<file path="config.mk">
export PLATFORM = sky130hd
export DESIGN_NAME = vector_list_sequencer
export DESIGN_NICKNAME = d
export VERILOG_FILES = /design/src/rtl/vector_list_sequencer.sv
export SDC_FILE = /design/constraint.sdc
export NUM_CORES = 1
export LEC_CHECK = 0
export CAP_MARGIN = 20
export CORE_MARGIN = 2
export CORE_UTILIZATION = 40
export CTS_CLUSTER_DIAMETER = 80
export DETAILED_ROUTE_END_ITERATION = 10
export HOLD_SLACK_MARGIN = 0.05
export MAX_ROUTING_LAYER = met4
export PLACE_DENSITY = 0.67
export RECOVER_POWER = 25
export SYNTH_ARGS = -nofsm -noshare
export SYNTH_HDL_FRONTEND = slang
export SYNTH_SLANG_ARGS = --single-unit
</file>
<file path="constraint.sdc">
create_clock -name clk -period 4 [get_ports clk]
set_clock_uncertainty 0.1 [all_clocks]
set_input_delay 1 -clock clk [delete_from_list [all_inputs] [get_ports clk]]
set_output_delay 1 -clock clk [all_outputs]
set_load 0.05 [all_outputs]
</file>
<file path="src/rtl/vector_list_sequencer.sv">
// Frame-level display-list walker: fetches 18-bit MOVE/DRAW/END/NOP words and drives the line drawer.
// Define VECTOR_WDOG_EN to add the fetch-limit / drawer-stall watchdog (MAX_WORDS, wdog_err).
module vector_list_sequencer #(
    parameter int unsigned ADDRESSWIDTH = 16,
    parameter int unsigned DATAWIDTH    = 18,
    parameter int unsigned DAC_WIDTH    = 8,
    parameter int unsigned CEASE_CYCLES = 3
`ifdef VECTOR_WDOG_EN
    ,
    parameter int unsigned MAX_WORDS    = 4096
`endif
) (
    input  logic                    clk,
    input  logic                    rst,
    input  logic                    frame_start,
    input  logic [ADDRESSWIDTH-1:0] base_addr,
    output logic [ADDRESSWIDTH-1:0] mem_addr,
    output logic                    mem_rd,
    input  logic [DATAWIDTH-1:0]    mem_data,
    output logic                    ld_start,
    output logic [DAC_WIDTH-1:0]    ld_x0,
    output logic [DAC_WIDTH-1:0]    ld_y0,
    output logic [DAC_WIDTH-1:0]    ld_x1,
    output logic [DAC_WIDTH-1:0]    ld_y1,
    input  logic                    ld_done,
    output logic [DAC_WIDTH-1:0]    pos_x,
    output logic [DAC_WIDTH-1:0]    pos_y,
    output logic                    blank,
    output logic                    busy,
    output logic                    frame_done
`ifdef VECTOR_WDOG_EN
    ,
    output logic                    wdog_err
`endif
);

    typedef enum logic [2:0] {StIdle, StFetch, StWait, StDecode, StWaitLd, StCease} state_t;

    localparam logic [1:0] OP_MOVE = 2'b00;
    localparam logic [1:0] OP_DRAW = 2'b01;
    localparam logic [1:0] OP_END  = 2'b10;

    // A zero dwell still spends one cycle in CEASE.
    localparam int unsigned CEASE_N = (CEASE_CYCLES == 0) ? 1 : CEASE_CYCLES;
    localparam int unsigned CW      = $clog2(CEASE_N + 1);

    state_t                  r_state, w_state_nxt;
    logic [ADDRESSWIDTH-1:0] r_mem_addr, w_mem_addr_nxt;
    logic [DATAWIDTH-1:0]    r_word, w_word_nxt;
    logic                    r_ld_start, w_ld_start_nxt;
    logic [DAC_WIDTH-1:0]    r_ld_x0, r_ld_y0, r_ld_x1, r_ld_y1;
    logic [DAC_WIDTH-1:0]    w_ld_x0_nxt, w_ld_y0_nxt, w_ld_x1_nxt, w_ld_y1_nxt;
    logic [DAC_WIDTH-1:0]    r_pos_x, r_pos_y, w_pos_x_nxt, w_pos_y_nxt;
    logic                    r_blank, w_blank_nxt;
    logic                    r_busy, w_busy_nxt;
    logic                    r_frame_done, w_frame_done_nxt;
    logic [CW-1:0]           r_cease_cnt, w_cease_cnt_nxt;
    logic                    w_mem_rd;
    logic [1:0]              w_op;
    logic [DAC_WIDTH-1:0]    w_x, w_y;

`ifdef VECTOR_WDOG_EN
    localparam int unsigned FCW = $clog2(MAX_WORDS + 1);
    logic [FCW-1:0] r_fetch_cnt, w_fetch_cnt_nxt;
    logic [15:0]    r_stall_cnt, w_stall_cnt_nxt;
    logic           r_wdog_err, w_wdog_err_nxt;
    logic           w_abort;
`endif

    assign w_op = r_word[17:16];
    assign w_x  = DAC_WIDTH'(r_word[15:8]);
    assign w_y  = DAC_WIDTH'(r_word[7:0]);

    always_comb begin
        w_state_nxt      = r_state;
        w_mem_addr_nxt   = r_mem_addr;
        w_word_nxt       = r_word;
        w_ld_start_nxt   = 1'b0;
        w_ld_x0_nxt      = r_ld_x0;
        w_ld_y0_nxt      = r_ld_y0;
        w_ld_x1_nxt      = r_ld_x1;
        w_ld_y1_nxt      = r_ld_y1;
        w_pos_x_nxt      = r_pos_x;
        w_pos_y_nxt      = r_pos_y;
        w_blank_nxt      = r_blank;
        w_busy_nxt       = r_busy;
        w_frame_done_nxt = 1'b0;
        w_cease_cnt_nxt  = r_cease_cnt;
        w_mem_rd         = 1'b0;
`ifdef VECTOR_WDOG_EN
        w_fetch_cnt_nxt  = r_fetch_cnt;
        w_stall_cnt_nxt  = r_stall_cnt;
        w_wdog_err_nxt   = r_wdog_err;
        w_abort          = 1'b0;
`endif
        case (r_state)
            StIdle: begin
                if (frame_start) begin
                    w_mem_addr_nxt = base_addr;
                    w_busy_nxt     = 1'b1;
                    w_state_nxt    = StFetch;
`ifdef VECTOR_WDOG_EN
                    w_fetch_cnt_nxt = '0;
                    w_wdog_err_nxt  = 1'b0;
`endif
                end
            end
            StFetch: begin
`ifdef VECTOR_WDOG_EN
                if (r_fetch_cnt >= FCW'(MAX_WORDS)) begin
                    w_abort = 1'b1;
                end else begin
                    w_mem_rd        = 1'b1;
                    w_fetch_cnt_nxt = r_fetch_cnt + 1'b1;
                    w_state_nxt     = StWait;
                end
`else
                w_mem_rd    = 1'b1;
                w_state_nxt = StWait;
`endif
            end
            StWait: begin
                w_word_nxt  = mem_data;
                w_state_nxt = StDecode;
            end
            StDecode: begin
                case (w_op)
                    OP_MOVE: begin
                        w_pos_x_nxt     = w_x;
                        w_pos_y_nxt     = w_y;
                        w_cease_cnt_nxt = '0;
                        w_state_nxt     = StCease;
                    end
                    OP_DRAW: begin
                        w_ld_x0_nxt    = r_pos_x;
                        w_ld_y0_nxt    = r_pos_y;
                        w_ld_x1_nxt    = w_x;
                        w_ld_y1_nxt    = w_y;
                        w_ld_start_nxt = 1'b1;
                        w_blank_nxt    = 1'b0;
                        w_state_nxt    = StWaitLd;
`ifdef VECTOR_WDOG_EN
                        w_stall_cnt_nxt = '0;
`endif
                    end
                    OP_END: begin
                        w_frame_done_nxt = 1'b1;
                        w_busy_nxt       = 1'b0;
                        w_blank_nxt      = 1'b1;
                        w_state_nxt      = StIdle;
                    end
                    default: begin
                        w_mem_addr_nxt = r_mem_addr + 1'b1;
                        w_state_nxt    = StFetch;
                    end
                endcase
            end
            StWaitLd: begin
                if (ld_done) begin
                    w_pos_x_nxt     = r_ld_x1;
                    w_pos_y_nxt     = r_ld_y1;
                    w_blank_nxt     = 1'b1;
                    w_cease_cnt_nxt = '0;
                    w_state_nxt     = StCease;
                end
`ifdef VECTOR_WDOG_EN
                else if (r_stall_cnt == 16'hFFFF) begin
                    w_abort = 1'b1;
                end else begin
                    w_stall_cnt_nxt = r_stall_cnt + 1'b1;
                end
`endif
            end
            StCease: begin
                if (r_cease_cnt == CW'(CEASE_N - 1)) begin
                    w_mem_addr_nxt = r_mem_addr + 1'b1;
                    w_state_nxt    = StFetch;
                end else begin
                    w_cease_cnt_nxt = r_cease_cnt + 1'b1;
                end
            end
            default: w_state_nxt = StIdle;
        endcase
`ifdef VECTOR_WDOG_EN
        if (w_abort) begin
            w_state_nxt      = StIdle;
            w_busy_nxt       = 1'b0;
            w_blank_nxt      = 1'b1;
            w_frame_done_nxt = 1'b1;
            w_wdog_err_nxt   = 1'b1;
        end
`endif
    end

    always_ff @(posedge clk or posedge rst) begin
        if (rst) begin
            r_state      <= StIdle;
            r_mem_addr   <= '0;
            r_word       <= '0;
            r_ld_start   <= 1'b0;
            r_ld_x0      <= '0;
            r_ld_y0      <= '0;
            r_ld_x1      <= '0;
            r_ld_y1      <= '0;
            r_pos_x      <= '0;
            r_pos_y      <= '0;
            r_blank      <= 1'b1;
            r_busy       <= 1'b0;
            r_frame_done <= 1'b0;
            r_cease_cnt  <= '0;
`ifdef VECTOR_WDOG_EN
            r_fetch_cnt  <= '0;
            r_stall_cnt  <= '0;
            r_wdog_err   <= 1'b0;
`endif
        end else begin
            r_state      <= w_state_nxt;
            r_mem_addr   <= w_mem_addr_nxt;
            r_word       <= w_word_nxt;
            r_ld_start   <= w_ld_start_nxt;
            r_ld_x0      <= w_ld_x0_nxt;
            r_ld_y0      <= w_ld_y0_nxt;
            r_ld_x1      <= w_ld_x1_nxt;
            r_ld_y1      <= w_ld_y1_nxt;
            r_pos_x      <= w_pos_x_nxt;
            r_pos_y      <= w_pos_y_nxt;
            r_blank      <= w_blank_nxt;
            r_busy       <= w_busy_nxt;
            r_frame_done <= w_frame_done_nxt;
            r_cease_cnt  <= w_cease_cnt_nxt;
`ifdef VECTOR_WDOG_EN
            r_fetch_cnt  <= w_fetch_cnt_nxt;
            r_stall_cnt  <= w_stall_cnt_nxt;
            r_wdog_err   <= w_wdog_err_nxt;
`endif
        end
    end

    assign mem_addr   = r_mem_addr;
    assign mem_rd     = w_mem_rd;
    assign ld_start   = r_ld_start;
    assign ld_x0      = r_ld_x0;
    assign ld_y0      = r_ld_y0;
    assign ld_x1      = r_ld_x1;
    assign ld_y1      = r_ld_y1;
    assign pos_x      = r_pos_x;
    assign pos_y      = r_pos_y;
    assign blank      = r_blank;
    assign busy       = r_busy;
    assign frame_done = r_frame_done;
`ifdef VECTOR_WDOG_EN
    assign wdog_err   = r_wdog_err;
`endif

endmodule

</file>
==> results.py <==
metrics = {
    "status": {
        "outcome": "finished, violations left",
        "violations": "max-capacitance violations, max-slew violations",
    },
    "pwr": {
        "p_total_mw": 5.326,
        "vdd_ir_drop_max_mv": 0.5079,
        "leakagePower_nw": 2.306,
        "power_density_mw_per_mm2": 961.0,
    },
    "global_route": {
        "grt_pass1_vias": 3105,
        "grt_max_degree": 50,
        "overflow": 0,
        "grt_pass1_wl_um": 15620,
        "antenna_found_initial": 0,
        "track_usage_pct": 17.97,
    },
    "timing": {
        "rsz0062_at_grt": "no",
        "finalMaxSlewViolations": 98,
        "setup_ws_ps": 733.4,
        "slew_headroom_pct": -36.00,
        "finalHoldViolCount": 0,
        "whs_ps": 402.9,
        "setup_tns_ps": 0,
        "finalSetupViolations": 0,
        "period_share_pct": 81.66,
        "max_slew.worst_pin.slew_ps": 2029,
        "fmax_ghz": 0.3061,
        "min_period_ps": 3267,
    },
    "worst_setup_path": {
        "crit_type": "register to primary output",
        "rrSetupSlack_ps": 880,
        "crit_end": "mem_rd",
        "r2r-end": "ld_y1[6]$_DFFE_PP0P_",
        "worstPathMaxFanout": 10,
        "end_kind": "primary output",
        "crit_arrival_ps": 2170,
        "cp-start-kind": "register",
        "r2r-start": "r_state[0]$_DFFE_PP0P_",
        "crit_required_ps": 2900,
        "rr_worst_depth": 4,
        "crit_start": "r_state[1]$_DFFE_PP0P_",
    },
    "placed_design": {
        "port_buffers": 106,
        "finalWeightedCongestion": 0.8383,
        "hpwl_um": 6539,
        "place_ws_ps": 916.4,
        "dpl.cell_count": 584,
        "place_area_mm2": 0.005351,
    },
    "clocking": {
        "ctsResizeCount": 0,
        "cts.path.max_buffers": 2,
        "cts_tree": "built",
        "clockRootBuffer": "clkbuf_8",
        "holdBufCountCts": 0,
        "clock_sinks": 91,
        "path_clk_slew_ps": 90,
        "clk_latency_ps": 350,
        "ctsHtreeMaxLevel": 3,
        "postCtsSetupBuffers": 0,
        "numCtsBuffers": 9,
    },
    "yosys": {
        "synth_seq_cells": 91,
        "async_reset_ff_share_pct": 100.0,
        "ys_seq_area_share_pct": 53.92,
        "avgSynthCellArea_um2": 11.74,
        "syn_nets": 404,
        "synthTopCellsByArea": "dfrtp_1 (53%), mux2_2 (13%), mux2i_1 (4.3%), o21ai_0 (3.8%), nand2_1 (3.2%)",
        "yosysTopAreaCell": "dfrtp_1",
        "netlist_area_mm2": 0.004225,
        "synth_cell_types": 49,
        "synth_edf_count": 0,
        "yosys_warnings": 0,
        "netlist_instances": 360,
        "synth_top_flop_cell": "dfrtp_1",
        "synth_top_area_share_pct": 53.30,
    },
    "cells_and_area": {
        "fillerInstances": 925,
        "area_growth_pct": 31.15,
        "drive_gt1_share_pct": 17.89,
        "final_cells": 600,
        "fin_util_pct": 53.92,
        "antenna_cells_inserted": 0,
        "fin_area_mm2": 0.005542,
        "nNetsFinal": 503,
    },
    "route": {
        "via_count": 3094,
        "drc": 0,
        "drtIter0Drc": 141,
        "wl_um": 9677,
        "final_antenna_net_count": 0,
        "firstDrtPassIters": 4,
        "via_per_inst": 5.157,
        "wl_per_cell_um": 16.13,
    },
    "floorplan": {
        "design.core.area_mm2": 0.01028,
        "die_x_um": 106.8,
        "dieArea_mm2": 0.01140,
        "initial_core_util_pct": 41.11,
        "pin_count": 107,
        "row_count": 37,
        "die_h_um": 106.8,
    },
    "job": {
        "cap_violations": 3,
    },
    "worst_hold_path": {
        "hold_path_startpoint": "pos_y[7]$_DFFE_PP0P_",
        "min_path_type": "register to register",
    },
}
worst min-delay path by stage:
stage	end	slack, ps	cells past startpoint
2_1_floorplan	r_cease_cnt[1]$_DFFE_PP0P_	350	2
3_3_place_gp	r_cease_cnt[1]$_DFFE_PP0P_	370	2
3_5_place_dp	r_cease_cnt[1]$_DFFE_PP0P_	390	2
4_1_cts	r_cease_cnt[1]$_DFFE_PP0P_	410	2
5_1_grt	ld_x0[5]$_DFFE_PP0P_	430	1
6_report	pos_y[7]$_DFFE_PP0P_	400	2
layer usage:
metal / up-vias / wire length, µm / GRT usage [%] / share of wire, %
met1: 1490 / 4604 / 23.87 / 48
met5: - / 0 / - / 0
met3: 8 / 750 / 5.532 / 7.8
li1: 1477 / - / - / -
met4: 0 / 52 / 4.731 / 0.54
met2: 119 / 4269 / 26.98 / 44
synthesized netlist by cell type, types with 6 or more instances:
cell / count
a21oi_1: 18
mux2i_1: 18
o21ai_0: 32
inv_1: 8
nand3_1: 10
nand2_1: 36
nor2_1: 16
mux2_2: 48
buf_2: 10
dfrtp_1: 90
buf_6: 7
ha_1: 6
layout make-up:
cell class | count | area [µm²] | share of cell area, %
Multi-Input combinational cell | 238 | 1757 | 31.70
Clock buffer | 11 | 141.4 | 2.551
Clock inverter | 5 | 60.06 | 1.084
Tap cell | 136 | 170.2 | 3.071
Sequential cell | 91 | 2278 | 41.12
Timing Repair Buffer | 111 | 1104 | 19.91
Inverter | 8 | 31.28 | 0.5645
worst max-delay path, cell delays in order (launching register included):
cell and delay (ps):
dfrtp_1 510, nor2_1 310, and2_1 190, clkdlybuf4s50_1 800
cell families (layout without fill, tap and decap cells):
logic type,Yosys count,after routing,synth area share [%]
AO/OA/AOI/OAI,81,81,12.26
buffers and inverters,31,135,4.649
multiplexers,66,66,17.06
flip-flops,91,91,53.92
adder cells (fa/ha/maj),6,6,1.777
AND/OR/NAND/NOR,85,85,10.34
flip-flops by register name, indices dropped and copies added (netlist names), 2 cells and up:
signal       count
r_word          18
ld_y1            8
r_state          3
ld_x0            8
pos_y            8
mem_addr        16
ld_x1            8
pos_x            8
ld_y0            8
r_cease_cnt      2
report_power, final:
group	switching (mW)	internal (mW)
Combinational	1.84	1.11
Sequential	0.392	1.35
Clock	0.334	0.310
Total	2.56	2.76
placed cells by master, fill, tap and decap left out, types with 2 or more instances in the layout:
master             n
nand4_1            3
clkbuf_8          10
dfrtp_1           90
a31oi_1            4
o21a_1             2
clkdlybuf4s50_1  103
and2_1             3
nand2_1           36
o32ai_1            2
a21oi_1           18
mux2_2            48
mux2i_1           18
nand3b_1           2
o22ai_1            4
o2bb2a_1           2
a21oi_2            3
inv_1              7
nand3_1           10
buf_4              2
dlygate4sd3_1      3
a22oi_2            2
clkbuf_1           3
o21ai_0           32
inv_6              2
o22a_1             3
ha_1               6
nor2b_1            2
nor2_1            16
No activity file was read; power rests on OpenSTA's default activity.
